==> config.mk <==
export PLATFORM = sky130hd
export DESIGN_NAME = debug_dump_collector
export DESIGN_NICKNAME = d
export VERILOG_FILES = /design/src/rtl/debug_dump_collector_pkg.sv /design/src/rtl/debug_dump_collector_byte_word_packer.sv /design/src/rtl/debug_dump_collector.sv
export SDC_FILE = /design/constraint.sdc
export NUM_CORES = 1
export LEC_CHECK = 0
export CORE_MARGIN = 3
export CORE_UTILIZATION = 46
export CTS_BUF_LIST = sky130_fd_sc_hd__clkbuf_16
export CTS_CLUSTER_SIZE = 40
export DETAILED_ROUTE_END_ITERATION = 12
export PLACE_DENSITY_LB_ADDON = 0.25
export SYNTH_ARGS = -nofsm -noshare
export SYNTH_HDL_FRONTEND = slang
export SYNTH_SLANG_ARGS = --single-unit
==> constraint.sdc <==
create_clock -name i_clock -period 1.9 [get_ports i_clock]
set_input_delay 0.19 -clock i_clock [delete_from_list [all_inputs] [get_ports i_clock]]
set_output_delay 0.19 -clock i_clock [all_outputs]
set_load 0.01 [all_outputs]
==> src/rtl/debug_dump_collector_pkg.sv <==
// ----------------------------------------------------------------------------
// debug_dump_collector_pkg
//  Definitions shared between the MIPS debug unit that emits the dump and the
//  host-side logic that collects it.
//  Contents:
//   - Section codes SEC_PC / SEC_REG / SEC_MEM, as seen on o_wr_section.
//   - Collector FSM state encodings (dump_state_t).
//   - Elaboration-time helpers for deriving counter widths.
// ----------------------------------------------------------------------------
package debug_dump_collector_pkg;

   // Section tags carried with every assembled word
   localparam logic [1:0] SEC_PC  = 2'd0;
   localparam logic [1:0] SEC_REG = 2'd1;
   localparam logic [1:0] SEC_MEM = 2'd2;

   // Collector states; PC/REG/MEM follow the order the dump is streamed in
   typedef enum logic [2:0] {
      ST_IDLE = 3'd0,
      ST_PC   = 3'd1,
      ST_REG  = 3'd2,
      ST_MEM  = 3'd3,
      ST_DONE = 3'd4
   } dump_state_t;

   // Ceiling log2; clog2(0) and clog2(1) both return 0
   function automatic int clog2(input int value);
      int result;
      int remaining;
      result    = 0;
      remaining = value - 1;
      while (remaining > 0) begin
         result    = result + 1;
         remaining = remaining >> 1;
      end
      return result;
   endfunction

   // Bits needed to hold values 0..n-1, never less than one bit
   function automatic int width_for(input int n);
      return (clog2(n) < 1) ? 1 : clog2(n);
   endfunction

   // Largest of three section sizes
   function automatic int max3(input int a, input int b, input int c);
      int m;
      m = (a > b) ? a : b;
      return (m > c) ? m : c;
   endfunction

endpackage

==> src/rtl/debug_dump_collector_byte_word_packer.sv <==
// ----------------------------------------------------------------------------
// byte_word_packer
//  Shifts UART bytes into a word, little-endian: the first byte of a word ends
//  up in bits [BYTE_WIDTH-1:0]. When the last byte of a word is accepted the
//  full word is registered on word_data and word_valid pulses for one cycle.
//  Ports:
//   i_clock, i_reset_n  clock, asynchronous active-low reset
//   clear               discard any partial word (takes priority over bytes)
//   byte_valid          one-cycle strobe: accept byte_data
//   byte_data           incoming byte
//   word_last           the next accepted byte completes a word
//   word_valid          one-cycle strobe: word_data holds a new word
//   word_data           last completed word, held between strobes
// ----------------------------------------------------------------------------
module byte_word_packer
   import debug_dump_collector_pkg::*;
#(
   parameter int DATA_WIDTH = 32,
   parameter int BYTE_WIDTH = 8
) (
   input  logic                  i_clock,
   input  logic                  i_reset_n,
   input  logic                  clear,
   input  logic                  byte_valid,
   input  logic [BYTE_WIDTH-1:0] byte_data,
   output logic                  word_last,
   output logic                  word_valid,
   output logic [DATA_WIDTH-1:0] word_data
);

   localparam int BPW   = DATA_WIDTH / BYTE_WIDTH;
   localparam int CNT_W = width_for(BPW);

   logic [DATA_WIDTH-1:0] shift_reg;
   logic [DATA_WIDTH-1:0] shifted;
   logic [CNT_W-1:0]      byte_count;

   // New bytes enter at the top and older bytes move down, so after BPW
   // bytes the first one sits in the least significant lane.
   generate
      if (BPW == 1) begin : g_single_byte
         assign shifted = byte_data;
      end else begin : g_multi_byte
         assign shifted = {byte_data, shift_reg[DATA_WIDTH-1:BYTE_WIDTH]};
      end
   endgenerate

   assign word_last = (byte_count == CNT_W'(BPW - 1));

   // Byte accumulation; the completed word is captured straight from the
   // shift path so the strobe lands one cycle after the final byte.
   always_ff @(posedge i_clock or negedge i_reset_n) begin
      if (!i_reset_n) begin
         shift_reg  <= '0;
         byte_count <= '0;
         word_valid <= 1'b0;
         word_data  <= '0;
      end else begin
         word_valid <= 1'b0;
         if (clear) begin
            shift_reg  <= '0;
            byte_count <= '0;
         end else if (byte_valid) begin
            if (word_last) begin
               word_data  <= shifted;
               word_valid <= 1'b1;
               shift_reg  <= '0;
               byte_count <= '0;
            end else begin
               shift_reg  <= shifted;
               byte_count <= byte_count + CNT_W'(1);
            end
         end
      end
   end

endmodule

==> src/rtl/debug_dump_collector.sv <==
// ----------------------------------------------------------------------------
// debug_dump_collector
//  Reassembles the MIPS debug dump (PC, register file, data memory) arriving
//  byte by byte from the UART receiver into words, and presents each word on
//  a write port tagged with its section and index within that section.
//  Ports:
//   i_clock, i_reset_n   clock, asynchronous active-low reset
//   i_start              arm / restart collection (1-cycle pulse)
//   i_abort              return to IDLE, discarding any partial word
//   i_rx_done, i_rx_data UART byte-valid level and byte
//   o_wr_en              1-cycle strobe: word complete
//   o_wr_section         SEC_PC / SEC_REG / SEC_MEM
//   o_wr_index           word index within the section
//   o_wr_data            assembled word, held between strobes
//   o_busy               collecting (PC/REG/MEM states)
//   o_done               whole dump collected
//   o_error              sticky inter-byte timeout, cleared by i_start
// ----------------------------------------------------------------------------
module debug_dump_collector
   import debug_dump_collector_pkg::*;
#(
   parameter int DATA_WIDTH     = 32,
   parameter int BYTE_WIDTH     = 8,
   parameter int PC_WORDS       = 1,
   parameter int REG_WORDS      = 32,
   parameter int MEM_WORDS      = 32,
   parameter int TIMEOUT_CYCLES = 0,
   localparam int IDX_W = width_for(max3(PC_WORDS, REG_WORDS, MEM_WORDS) + 1)
) (
   input  logic                  i_clock,
   input  logic                  i_reset_n,
   input  logic                  i_start,
   input  logic                  i_abort,
   input  logic                  i_rx_done,
   input  logic [BYTE_WIDTH-1:0] i_rx_data,
   output logic                  o_wr_en,
   output logic [1:0]            o_wr_section,
   output logic [IDX_W-1:0]      o_wr_index,
   output logic [DATA_WIDTH-1:0] o_wr_data,
   output logic                  o_busy,
   output logic                  o_done,
   output logic                  o_error
);

   localparam int TO_W = width_for(TIMEOUT_CYCLES + 1);

   dump_state_t      state;
   dump_state_t      start_state;
   dump_state_t      next_section;
   logic [IDX_W-1:0] index;
   logic [TO_W-1:0]  timeout_cnt;
   logic             rx_done_prev;
   logic             state_busy;
   logic             rx_edge;
   logic             accept;
   logic             word_last;
   logic             timeout_hit;
   logic             packer_clear;

   // Section that follows 'cur', skipping empty sections. From IDLE or DONE
   // this yields the first section to collect.
   function automatic dump_state_t section_after(input dump_state_t cur);
      dump_state_t nxt;
      nxt = ST_DONE;
      case (cur)
         ST_IDLE, ST_DONE: begin
            if (PC_WORDS > 0)       nxt = ST_PC;
            else if (REG_WORDS > 0) nxt = ST_REG;
            else if (MEM_WORDS > 0) nxt = ST_MEM;
         end
         ST_PC: begin
            if (REG_WORDS > 0)      nxt = ST_REG;
            else if (MEM_WORDS > 0) nxt = ST_MEM;
         end
         ST_REG: begin
            if (MEM_WORDS > 0)      nxt = ST_MEM;
         end
         default: nxt = ST_DONE;
      endcase
      return nxt;
   endfunction

   // Index of the final word in the section being collected
   function automatic logic [IDX_W-1:0] last_index(input dump_state_t cur);
      logic [IDX_W-1:0] last;
      case (cur)
         ST_PC:   last = IDX_W'(PC_WORDS - 1);
         ST_REG:  last = IDX_W'(REG_WORDS - 1);
         ST_MEM:  last = IDX_W'(MEM_WORDS - 1);
         default: last = '0;
      endcase
      return last;
   endfunction

   function automatic logic [1:0] section_code(input dump_state_t cur);
      logic [1:0] code;
      case (cur)
         ST_REG:  code = SEC_REG;
         ST_MEM:  code = SEC_MEM;
         default: code = SEC_PC;
      endcase
      return code;
   endfunction

   function automatic logic is_busy(input dump_state_t cur);
      return (cur == ST_PC) || (cur == ST_REG) || (cur == ST_MEM);
   endfunction

   assign start_state  = section_after(ST_IDLE);
   assign next_section = section_after(state);
   assign state_busy   = is_busy(state);

   // A held-high i_rx_done only counts once: bytes are taken on its rising
   // edge, and only while a section is being collected. i_start and i_abort
   // both discard the byte arriving alongside them.
   assign rx_edge = i_rx_done && !rx_done_prev;
   assign accept  = rx_edge && state_busy && !i_abort && !i_start;

   // The idle counter restarts on every accepted byte, so a timeout only
   // fires in a cycle with no byte.
   assign timeout_hit = (TIMEOUT_CYCLES != 0) && state_busy && !accept &&
                        (timeout_cnt == TO_W'(TIMEOUT_CYCLES - 1));

   assign packer_clear = i_abort || i_start || timeout_hit;

   byte_word_packer #(
      .DATA_WIDTH (DATA_WIDTH),
      .BYTE_WIDTH (BYTE_WIDTH)
   ) u_packer (
      .i_clock    (i_clock),
      .i_reset_n  (i_reset_n),
      .clear      (packer_clear),
      .byte_valid (accept),
      .byte_data  (i_rx_data),
      .word_last  (word_last),
      .word_valid (o_wr_en),
      .word_data  (o_wr_data)
   );

   // Section FSM with index and timeout counters. The section/index tag is
   // captured on the same edge the packer registers the word, so tag and
   // data line up with the o_wr_en strobe. Abort beats start; start beats
   // everything else, including a byte completing a word.
   always_ff @(posedge i_clock or negedge i_reset_n) begin
      if (!i_reset_n) begin
         state        <= ST_IDLE;
         index        <= '0;
         timeout_cnt  <= '0;
         rx_done_prev <= 1'b0;
         o_wr_section <= '0;
         o_wr_index   <= '0;
         o_busy       <= 1'b0;
         o_done       <= 1'b0;
         o_error      <= 1'b0;
      end else begin
         rx_done_prev <= i_rx_done;
         if (i_abort) begin
            state       <= ST_IDLE;
            index       <= '0;
            timeout_cnt <= '0;
            o_busy      <= 1'b0;
            o_done      <= 1'b0;
         end else if (i_start) begin
            state       <= start_state;
            index       <= '0;
            timeout_cnt <= '0;
            o_busy      <= is_busy(start_state);
            o_done      <= (start_state == ST_DONE);
            o_error     <= 1'b0;
         end else if (state_busy) begin
            if (accept) begin
               timeout_cnt <= '0;
               if (word_last) begin
                  o_wr_section <= section_code(state);
                  o_wr_index   <= index;
                  if (index == last_index(state)) begin
                     state  <= next_section;
                     index  <= '0;
                     o_busy <= is_busy(next_section);
                     o_done <= (next_section == ST_DONE);
                  end else begin
                     index <= index + IDX_W'(1);
                  end
               end
            end else if (timeout_hit) begin
               state       <= ST_IDLE;
               index       <= '0;
               timeout_cnt <= '0;
               o_busy      <= 1'b0;
               o_error     <= 1'b1;
            end else if (TIMEOUT_CYCLES != 0) begin
               timeout_cnt <= timeout_cnt + TO_W'(1);
            end
         end
      end
   end

endmodule

==> results.md, run 1 <==
* Outcome: finished clean
* DRT iter0 DRCs at 104
* Largest net degree at the start of global routing at 38
* CP Cell Sequence: ha_2, and4bb_1, or3b_4, buf_4, buf_4, nand2_1, o21ai_0
* First-pass GRT wire length at 11.3 mm
* EDFF count, synth at 0
* Global-route usage over all layers at 18.8%
* Placed Cells incl. Taps at 437
* Max IR drop VDD at 0.545 mV
* Die X at 87.9 microns
* Antenna violations before repair at 0
* Final hold vios at 0
* Synth Cell Area at 3090 sq um
* Core area at 6420 sq um
* Die height at 87.9 microns
* Library cells used by synthesis at 42
* Min Tclk post-route at 1.81 ns
* Ports at 57
* # DRC at 0
* Pwr/cell area at 823 nW/um^2
* GR Overflow Total at 0
* Synth area leader: dfrtp_1
* Cells after synthesis at 300
* Via count at 2362
* Layout cells sized above 1 at 12.4%
* Via/cell ratio at 5.19
* Final WL at 6.59 mm
* Clock H-tree levels at 3
* Worst setup path class: flop to flop
* Hold crit path type: primary input to async pin
* Detailed Place HPWL at 4.46 mm
* Initial Util at 48.1%
* Final nets at 389
* CP Data Arrival Time at 2.00 ns
* FFs w/ async S/R, synth at 100%
* Reg clk slew, reported paths at 0.06 ns
* PortBufs at 55
* Clock tree sinks at 78
* CP top delay family: simple AND/OR/NAND/NOR gates
* # setup viols final at 0
* Root buffer cell: clkbuf_16
* Maximum clock rate at 553 MHz
* Bufs and invs on worst path at 2
* Non-filler cells, final at 455
* Synth area leaders: dfrtp_1 63%, nand2_1 15%, a22o_1 6.8%
* Avg Cell Area, Syn at 10.3 sq um
* Yosys warns at 0
* Inserted Diodes at 0
* CTS tree: built
* Layout area overhead at 35.1%
* Final slew viol count at 0
* Vias in the first global route at 2314
* Slowest Stage Delay on Critical Path at 0.43 ns
* Cell with the most instances after synthesis: nand2_1
* Power Total at 0.00343 W
* Syn Nets at 315
* Seq/Total Area, Yosys at 63.2%
* Crit end category: flop
* Worst-skew pair later-pin latency at 0.32 ns
* Leading post-synthesis cells by instance count: 121 x nand2_1, 78 x dfrtp_1, 24 x a22o_1
* CTS Buf Count at 9
* Max reg flops at 32
* Max-Cap Viols at 0
* Ys flop type: dfrtp_1
* Worst Skew at 0.00490 ns
* CP most frequent cell: buf_4
* Final setup margin at 0.0926 ns
* Die area at 7730 sq um
* Pre-CTS WS at -0.171 ns
* Worst-path maximum fanout at 15
* CP Launch Type: flop
* First drt pass iteration count at 4
* Longest Clk Path Bufs at 2
* Synth top area share at 63.2%
* Req. time, crit path at 2.10 ns
* Row count at 29
* Drt wl/cell at 14.5 microns
* GP Congestion at 0.830
* Final period util at 95.1%
* Slowest CP cell: or3b_4
* #FFs+latches synth at 78
* Final ANT Viol Nets at 0
* Pleak at 2.06 nW
[metrics by stage]
stage,util (%),hold WS [ns],cell area (sq um),TNS (ns)
after detailed placement,60.0,0.184,3850,-2.39
after global placement,60.0,0.181,3850,-1.09
final,65.0,0.370,4170,0
after floorplan,-,-0.106,3090,0
after global routing,65.0,0.422,4170,-0.000475
after CTS,64.7,0.387,4150,0
[path summary, 6_finish.rpt]
path                                              from                endpoint  slack, ns  depth (start not counted)
worst max-delay path            u_packer.byte_count[1]         o_wr_section[1]       0.09                          7
worst min-delay path                         i_reset_n   u_packer.word_data[8]       0.37                          2
worst max register to register  u_packer.byte_count[1]         o_wr_section[1]       0.09                          7
worst min register to register           o_wr_index[3]           o_wr_index[3]       0.47                          2
max in group asynchronous                    i_reset_n                index[2]       0.88                          3
min in group i_clock                      i_rx_data[0]  u_packer.word_data[24]       0.43                          3
[metal layers]
layer	part of all wire [%]	track usage, %	vias to the layer above
met4	1.8	7.53	0
met5	0	0	-
met1	49	26.9	1134
li1	-	-	1160
met2	45	28.0	58
met3	4.9	4.42	10
[final cells by class]
class                      count  area, sq um
clock buffer                   9          225
clock inverter                 6         63.8
fill                         516         2250
inverter                       1         3.75
multi-input combinational    205         1070
sequential                    78         1950
tap                           77         96.3
timing repair buffer          79          756
[placed cells by master (no fill, tap or decap), types with 3 or more instances in the layout]
| master | Yosys | routed |
|---|---|---|
| clkbuf_16 | 0 | 9 |
| buf_4 | 1 | 22 |
| dfrtp_1 | 78 | 78 |
| o21ai_0 | 4 | 4 |
| a22o_1 | 24 | 24 |
| nor2_1 | 6 | 6 |
| nand2_1 | 121 | 121 |
| nor3_1 | 4 | 4 |
| nand3_1 | 3 | 3 |
| clkdlybuf4s50_1 | 0 | 54 |
| a21oi_1 | 11 | 10 |
[timing repair]
| item | CTS | global route |
|---|---|---|
| resized for setup | 1 | 2 |
| pin swaps | 1 | 3 |
| hold endpoints to repair | 34 | 0 |
| hold buffers | 1 | 0 |
| setup endpoints to repair | 1 | 8 |
| setup buffers | 0 | 2 |
[kinds of logic (layout without fill, tap and decap cells)]
family	after synthesis	in the layout	synth area share (%)
buf+inv	17	95	2.47
flops	78	78	63.2
other cells	1	1	0.121
mux	3	3	1.01
fa+ha+maj	2	2	0.810
compound gates	46	46	10.9
simple gates	153	153	21.4
[power by group]
part / leakage, nW / internal [W] / switching (W)
clock network: 0.137 / 0.00101 / 0.000632
registers: 1.08 / 0.00167 / 0.00000627
logic: 0.833 / 0.0000509 / 0.0000686
total: 2.06 / 0.00272 / 0.000707
Note: power is estimated with default switching activity, not from simulation.
==> run 2: changes to the inputs <==
--- a/config.mk
+++ b/config.mk
@@ -5,6 +5,7 @@
 export SDC_FILE = /design/constraint.sdc
 export NUM_CORES = 1
 export LEC_CHECK = 0
+export CAP_MARGIN = 20
 export CORE_MARGIN = 3
 export CORE_UTILIZATION = 46
 export CTS_BUF_LIST = sky130_fd_sc_hd__clkbuf_16
==> results of run 2 <==
No change in the layout: final DEF, timing and power equal those of run 1.
==> run 3: changes to the inputs <==
--- a/config.mk
+++ b/config.mk
@@ -5,7 +5,6 @@
 export SDC_FILE = /design/constraint.sdc
 export NUM_CORES = 1
 export LEC_CHECK = 0
-export CAP_MARGIN = 20
 export CORE_MARGIN = 3
 export CORE_UTILIZATION = 46
 export CTS_BUF_LIST = sky130_fd_sc_hd__clkbuf_16
==> results of run 3 <==
No change in the layout: final DEF, timing and power equal those of run 1.
